`src/rtl/pma_comma_align.sv`:
```
// Receive PMA word aligner: finds the 7-bit comma at any of 10 bit offsets, confirms it, locks, and emits aligned code-groups.
// Optional COMMA_ALIGN_STATS_EN adds a saturating realign_count output that counts lock losses.
module pma_comma_align #(
  parameter int CONFIRM_COUNT  = 3,
  parameter int MISALIGN_LIMIT = 2
) (
  input  logic       RX_CLK,
  input  logic       mr_main_reset,
  input  logic [9:0] raw_code_group,
  input  logic       raw_valid,
  output logic [9:0] rx_code_group,
  output logic       code_group_valid,
  output logic       comma_aligned,
  output logic [3:0] align_offset,
  output logic       comma_det
`ifdef COMMA_ALIGN_STATS_EN
  ,
  output logic [7:0] realign_count
`endif
);

  localparam logic [3:0] CONFIRM_LIM = 4'(CONFIRM_COUNT);
  localparam logic [3:0] MISS_LIM    = 4'(MISALIGN_LIMIT);

  typedef enum logic [1:0] {HUNT, CONFIRM, LOCKED} state_t;

  state_t      state, state_nxt;
  logic [3:0]  cnt, cnt_nxt, miss, miss_nxt, off_nxt;
  logic [9:0]  prev_p0;
  logic [19:0] win_p0;
  logic [15:0] hits;
  logic        hit_any;
  logic [3:0]  hit_k;
  logic [9:0]  emit_word;
  logic        drop;

  function automatic logic is_comma(input logic [6:0] w);
    return (w == 7'b1111100) || (w == 7'b0000011);
  endfunction

  function automatic logic [3:0] sat_inc4(input logic [3:0] v);
    return (v == 4'hF) ? v : v + 4'd1;
  endfunction

  assign win_p0 = {raw_code_group, prev_p0};

  // Descending scan so the lowest matching offset is the one that sticks.
  always_comb begin
    hits    = '0;
    hit_any = 1'b0;
    hit_k   = '0;
    for (int k = 9; k >= 0; k--) begin
      if (is_comma(win_p0[k +: 7])) begin
        hits[k] = 1'b1;
        hit_any = 1'b1;
        hit_k   = 4'(k);
      end
    end
  end

  always_comb begin
    state_nxt = state;
    cnt_nxt   = cnt;
    miss_nxt  = miss;
    off_nxt   = align_offset;
    drop      = 1'b0;
    if (raw_valid) begin
      case (state)
        HUNT: begin
          if (hit_any) begin
            off_nxt   = hit_k;
            cnt_nxt   = 4'd1;
            miss_nxt  = '0;
            state_nxt = (CONFIRM_LIM <= 4'd1) ? LOCKED : CONFIRM;
          end
        end
        CONFIRM: begin
          if (hits[align_offset]) begin
            cnt_nxt = sat_inc4(cnt);
            if (sat_inc4(cnt) >= CONFIRM_LIM) begin
              state_nxt = LOCKED;
              miss_nxt  = '0;
            end
          end else if (hit_any) begin
            off_nxt = hit_k;
            cnt_nxt = 4'd1;
          end
        end
        LOCKED: begin
          if (hits[align_offset]) begin
            miss_nxt = '0;
          end else if (hit_any) begin
            miss_nxt = sat_inc4(miss);
            if (sat_inc4(miss) >= MISS_LIM) begin
              state_nxt = HUNT;
              cnt_nxt   = '0;
              miss_nxt  = '0;
              drop      = 1'b1;
            end
          end
        end
        default: state_nxt = HUNT;
      endcase
    end
  end

  // The emitted word uses the offset as updated by this same word.
  always_comb begin
    emit_word = win_p0[9:0];
    for (int k = 0; k < 10; k++) begin
      if (off_nxt == 4'(k)) emit_word = win_p0[k +: 10];
    end
  end

  always_ff @(posedge RX_CLK or negedge mr_main_reset) begin
    if (!mr_main_reset) begin
      state            <= HUNT;
      cnt              <= '0;
      miss             <= '0;
      align_offset     <= '0;
      prev_p0          <= '0;
      rx_code_group    <= '0;
      code_group_valid <= 1'b0;
      comma_det        <= 1'b0;
    end else begin
      state            <= state_nxt;
      cnt              <= cnt_nxt;
      miss             <= miss_nxt;
      align_offset     <= off_nxt;
      code_group_valid <= 1'b0;
      if (raw_valid) begin
        prev_p0          <= raw_code_group;
        rx_code_group    <= emit_word;
        code_group_valid <= (state_nxt == LOCKED);
        comma_det        <= is_comma(emit_word[6:0]);
      end
    end
  end

  assign comma_aligned = (state == LOCKED);

`ifdef COMMA_ALIGN_STATS_EN
  always_ff @(posedge RX_CLK or negedge mr_main_reset) begin
    if (!mr_main_reset) begin
      realign_count <= '0;
    end else if (drop && (realign_count != 8'hFF)) begin
      realign_count <= realign_count + 8'd1;
    end
  end
`endif

endmodule

```
`config.mk`:
```
export PLATFORM = sky130hd
export DESIGN_NAME = pma_comma_align
export DESIGN_NICKNAME = d
export VERILOG_FILES = /design/src/rtl/pma_comma_align.sv
export SDC_FILE = /design/constraint.sdc
export NUM_CORES = 1
export LEC_CHECK = 0
export CELL_PAD_IN_SITES_DETAIL_PLACEMENT = 1
export CELL_PAD_IN_SITES_GLOBAL_PLACEMENT = 2
export CORE_ASPECT_RATIO = 0.6
export CORE_MARGIN = 3
export CORE_UTILIZATION = 33
export DETAILED_ROUTE_END_ITERATION = 8
export PLACE_DENSITY_LB_ADDON = 0.1
export SLEW_MARGIN = 0
export SYNTH_ARGS = -nofsm -noshare
export SYNTH_HDL_FRONTEND = slang
export SYNTH_SLANG_ARGS = --single-unit
```
`constraint.sdc`:
```
create_clock -name RX_CLK -period 3.7 [get_ports RX_CLK]
set_clock_uncertainty 0.1 [all_clocks]
set_input_delay 0.925 -clock RX_CLK [delete_from_list [all_inputs] [get_ports RX_CLK]]
set_output_delay 0.925 -clock RX_CLK [all_outputs]
set_load 0.05 [all_outputs]
```
# Yosys cells after proc, flatten, opt, wreduce, memory -nomap -nowiden
# Index checks and enable logic that the tools add are counted.
[word_totals]
word_cells = 139
output_inout_bits = 17
in_bits = 13
register_bits = 36
[op_classes]
n_lt_le_gt_ge = 3
addsub = 2
muxes = 68
reduce_logical = 15
eq_ne = 43
[op_table]
columns = ["cell", "count"]
rows = [
  ["$mux W4", 26],
  ["$mux W10", 9],
  ["$eq A7 B2 Y1 const B", 11],
  ["$eq A7 B7 Y1 const B", 11],
  ["$pmux W4 S3", 2],
  ["$mux W1", 21],
  ["$eq A4 B3 Y1 const B", 4],
  ["$eq A4 B4 Y1 const B", 4],
  ["$mux W2", 7],
  ["$logic_or A1 B1 Y1", 11],
  ["$add A4 B1 Y4 const B", 2],
  ["$eq A4 B2 Y1 const B", 2],
  ["$ge A4 B2 Y1 const B", 2],
  ["$ne A2 B2 Y1 const B", 4],
  ["$pmux W4 S2", 1],
  ["$pmux W2 S3", 1],
  ["$reduce_and A6 Y1", 1],
  ["$lt A4 B5 Y1 const B", 1],
  ["$reduce_and A5 Y1", 1],
  ["$bmux W1 S4", 1],
  ["$eq A2 B2 Y1 const B", 2],
  ["$eq A4 B1 Y1 const B", 1],
  ["$ne A2 B1 Y1 const B", 2],
  ["$ne A3 B1 Y1 const B", 1],
  ["other kinds (3)", 3],
]

# Depth between registers and ports, before layout
[depth]
word_depth = 28
depth_mapped = 19
ltp_nobuf = 15

# Worst setup path after synthesis
# No wires, ideal clock.
[synth_path]
path_kind = "input to register"
startpoint = "input port raw_code_group[1]"
endpoint = "register comma_det"
t_arrival_ps = 4230
setup_ps = 67
stages = 15
n_path_buf = 2
path_slack_ps = -697
required_ps = 3533
cell_sequence = "clkbuf_1 > and2_1 > a32oi_1 > nand3_1 > and3_4 > or4_1 > buf_4 > or3_4 > a211oi_2 > o21ai_1 > a221oi_1 > a211oi_1 > or3_1 > nor4b_2 > a221o_1"
[synth_via]
elab_chain_len = 28
elab_cells_between_ends = 66
cone_classes = "eq/ne (21); mux (39); reduce/logical (6)"
[synth_lines]
columns = ["element", "line_no", "text"]
rows = [
  ["start, declared", "9", "input logic [9:0] raw_code_group,"],
  ["$eq A7 B7 Y1 or $eq A7 B2 Y1 (tied branches)", "38", "return (w == 7'b1111100) || (w == 7'b0000011);"],
  ["$logic_or A1 B1 Y1", "38", ""],
  ["$mux W4 or $mux W1 (tied branches) (10 in a row)", "53", "if (is_comma(win_p0[k +: 7])) begin"],
  ["$mux W4", "70, 84", ""],
  ["$mux W4", "78", "if (hits[align_offset]) begin"],
  ["$pmux W4 S2", "68", "case (state)"],
  ["$mux W4", "67", "if (raw_valid) begin"],
  ["$eq A4 B1 Y1", "111", "if (off_nxt == 4'(k)) emit_word = win_p0[k +: 10];"],
  ["$mux W10 (8 in a row)", "111", ""],
  ["$mux W10 (*)", "111", ""],
  ["$eq A7 B7 Y1 or $eq A7 B2 Y1 (tied branches)", "38", ""],
  ["$logic_or A1 B1 Y1 (*)", "38", ""],
  ["end signal, assigned", "135", "comma_det <= is_comma(emit_word[6:0]);"],
  ["end, declared", "15", "output logic comma_det"],
]
# Mark *: on every way between the ends. The rest lies on a longest branch, timed or not. The select of a mux whose other input is x is not followed.
# A chain may end at the register's enable or synchronous reset.

# Worst setup path after layout
# Same ends and word-level chain as after synthesis.

==> run metrics <==
Starting Density 34.3%; clk slew on worst S/H paths about 80 ps; share of the synthesized area in the top cell type 23.0%; Critical Path Start Type primary input; Syn Std Cell Area 0.00392 mm²; Yosys top cell by area dfrtp_1; CTS tree done; met3 GRT Util 6.52%; fin crit share 120%; met1 usage 50.9%; leakage power 2.86 nW; # DRC 0; CTS max path bufs 2; area of the die 0.0133 mm²; most used routing layer met1; post-DR wirelength/cell 26.7 µm; share of cells above drive strength 1 52.4%; register bit total from synthesis 36; post-synthesis sequential area ratio approximately 23%; DP Cell Count 795; critical path class primary input to flop; area grow syn2layout 70.6%; DRT iter0 DRCs 498; pin count of the biggest net entering global routing 37; Fin. Hold Viols 0; first-pass GRT wire length 32600 µm; Pwr per Cell Area 883 mW/mm²; I/O pin count 30; gr ovfl total 0; Syn. warnings 0; IO Port Bufs 29; worst vdd ir 0.756 mV; number of fill cells in the layout 1322; Hold WC Path Type flop to flop; Worst Setup Slack, final -726 ps; top cells by count, synth nand2_1, nor2_1, dfrtp_1, o21ai_0, nand3_1; Max Freq 226 MHz; initial antenna violation count 0; Total Routing Usage GR 31.8%; Clock Latency Late Sink 300 ps; count leader, synth nand2_1; Max-cap violations 0; Sink Count 36; violated checks setup timing; met2 usage a little over two fifths; outcome finished with violations; vias in the first global route ~5200; Least-Margin Pin Slew ~970 ps; Fin Setup TNS -5800 ps; Synth Net Count roughly 500; H-tree depth 2; hold buffers post-CTS 0; die height between 90 and 100 µm; total CTS buffers 5; ys async rst share 100%; via count around 5400; relative slew slack around 36%; antenna-violating nets left 0; register area 903 µm²; Max Slew Vio Count 0; NumNets Final 708; multi-input combinational cell area between 0.003 and 0.004 mm²; post-synth cell types 88; Crit. End Element flop; 1st-pass router iterations 5; Post-synth EDFFs 0; Worst EP arrival ~4500 ps; vias per inst around 6.3; Routability Congestion between 0.9 and 1; top_reg_cell synth dfrtp_1; core area 0.0114 mm²; Root Buffer clkbuf_16; top cells by area, synth dfrtp_1, o21ai_0, nand2_1; Horiz. Die Dim about 150 µm; post-layout min period 4430 ps; WP data required approximately 3800 ps; unrepaired setup endpoints after global routing yes; overall power 5.91 mW; critical path peak fanout 8; antenna cells 0; DRT Wirelength between 20000 and 25000 µm; Setup-failing EPs final 11; DP HPWL 15400 µm; Syn Area/Cell 8.15 µm²; synthesized instance count 481; Cell Count, Final, Fillers Out 849; std cell rows 30
[kinds of logic after synthesis]
| logic type | synth area share [%] |
|---|---|
| buffers and inverters | 8.20 |
| adders and majority gates | 2.23 |
| muxes | 5.81 |
| AOI/OAI and AO/OA | 32.2 |
| xor gates and xnor gates | 0.223 |
| and+or+nand+nor | 28.4 |
| DFF | 23.0 |
[flip-flops by register name, indices dropped and copies added, names as in the netlist]
name / count
comma_det: 1
state: 2
align_offset: 4
miss: 4
prev_p0: 10
code_group_valid: 1
cnt: 4
rx_code_group: 10
[power by group]
| part | switching (mW) | internal [mW] | leakage [nW] |
|---|---|---|---|
| logic | 2.57 | 2.22 | 2.34 |
| clock network | 0.227 | 0.253 | 0.0702 |
| registers | 0.129 | 0.509 | 0.447 |
| total | 2.93 | 2.98 | 2.86 |
[metal layers]
layer	share of wire, %	vias up
met5	0	-
met4	2.3	0
met3	11	43
met2	41	313
met1	46	2720
li1	-	2281
[final timing paths]
| kind | slack [ps] | startpoint | endpoint | cells past startpoint |
|---|---|---|---|---|
| worst max-delay path | -730 | raw_code_group[1] | comma_det | 16 |
| worst min-delay path | 400 | miss[3] | miss[3] | 1 |
| worst max register to register | -680 | prev_p0[6] | comma_det | 18 |
| worst min register to register | 400 | miss[3] | miss[3] | 1 |
| max in group asynchronous | 2160 | mr_main_reset | prev_p0[9] | 1 |
| min in group asynchronous | 670 | mr_main_reset | align_offset[1] | 1 |
[worst max-delay path: stages]
cell and delay (ps):
buf_8 100, buf_12 130, nor3b_4 160, a221oi_2 280, o21bai_1 160, and3_4 190
or4_4 560, or3_4 480, a211oi_4 300, buf_4 170, buf_6 100, a221oi_4 70
o32ai_2 340, nor3_4 110, buf_4 150, a221o_1 300
[timing repair]
action | 4_1_cts | 5_1_grt
pin swaps | 49 | 37
gates resized for setup | 130 | 58
setup buffers | 37 | 17
setup endpoints to repair | 21 | 15
[final cells by class]
class                      instances  share of cell area (%)
multi-input combinational        387                    49.8
timing repair buffer             239                    30.2
sequential                        36                    13.5
tap                              160                    2.99
clock buffer                       5                    1.87
inverter                          19                    1.36
clock inverter                     3                   0.318
[metrics by stage]
| stage | instance area (µm²) | hold slack (ps) | utilization (%) | setup slack (ps) |
|---|---|---|---|---|
| global route | 6690 | 420 | 58.4 | -805 |
| global placement | 5460 | 383 | 47.7 | -1770 |
| CTS | 6360 | 401 | 55.5 | -627 |
| detailed placement | 5460 | 380 | 47.7 | -1850 |
| floorplan | 3990 | 354 | - | -614 |
| finish | 6690 | 400 | 58.4 | -726 |
[placed cells by master (no fill, tap or decap), types with 6 or more instances in the layout]
cell type,n
buf_4,183
nand2_1,38
dfrtp_1,34
nor2_1,28
o21ai_0,26
clkdlybuf4s50_1,22
nand3_1,20
buf_6,19
a21oi_1,17
inv_1,14
nor3_1,12
o21ai_1,11
mux2_2,10
nor4_4,7
nor2_4,7
and3_1,7
ha_1,7
a221oi_2,6
and3_4,6
nand4_1,6
nor2_2,6
a211oi_2,6
o211ai_1,6
a31oi_1,6
(Power assumes the default switching activity.)
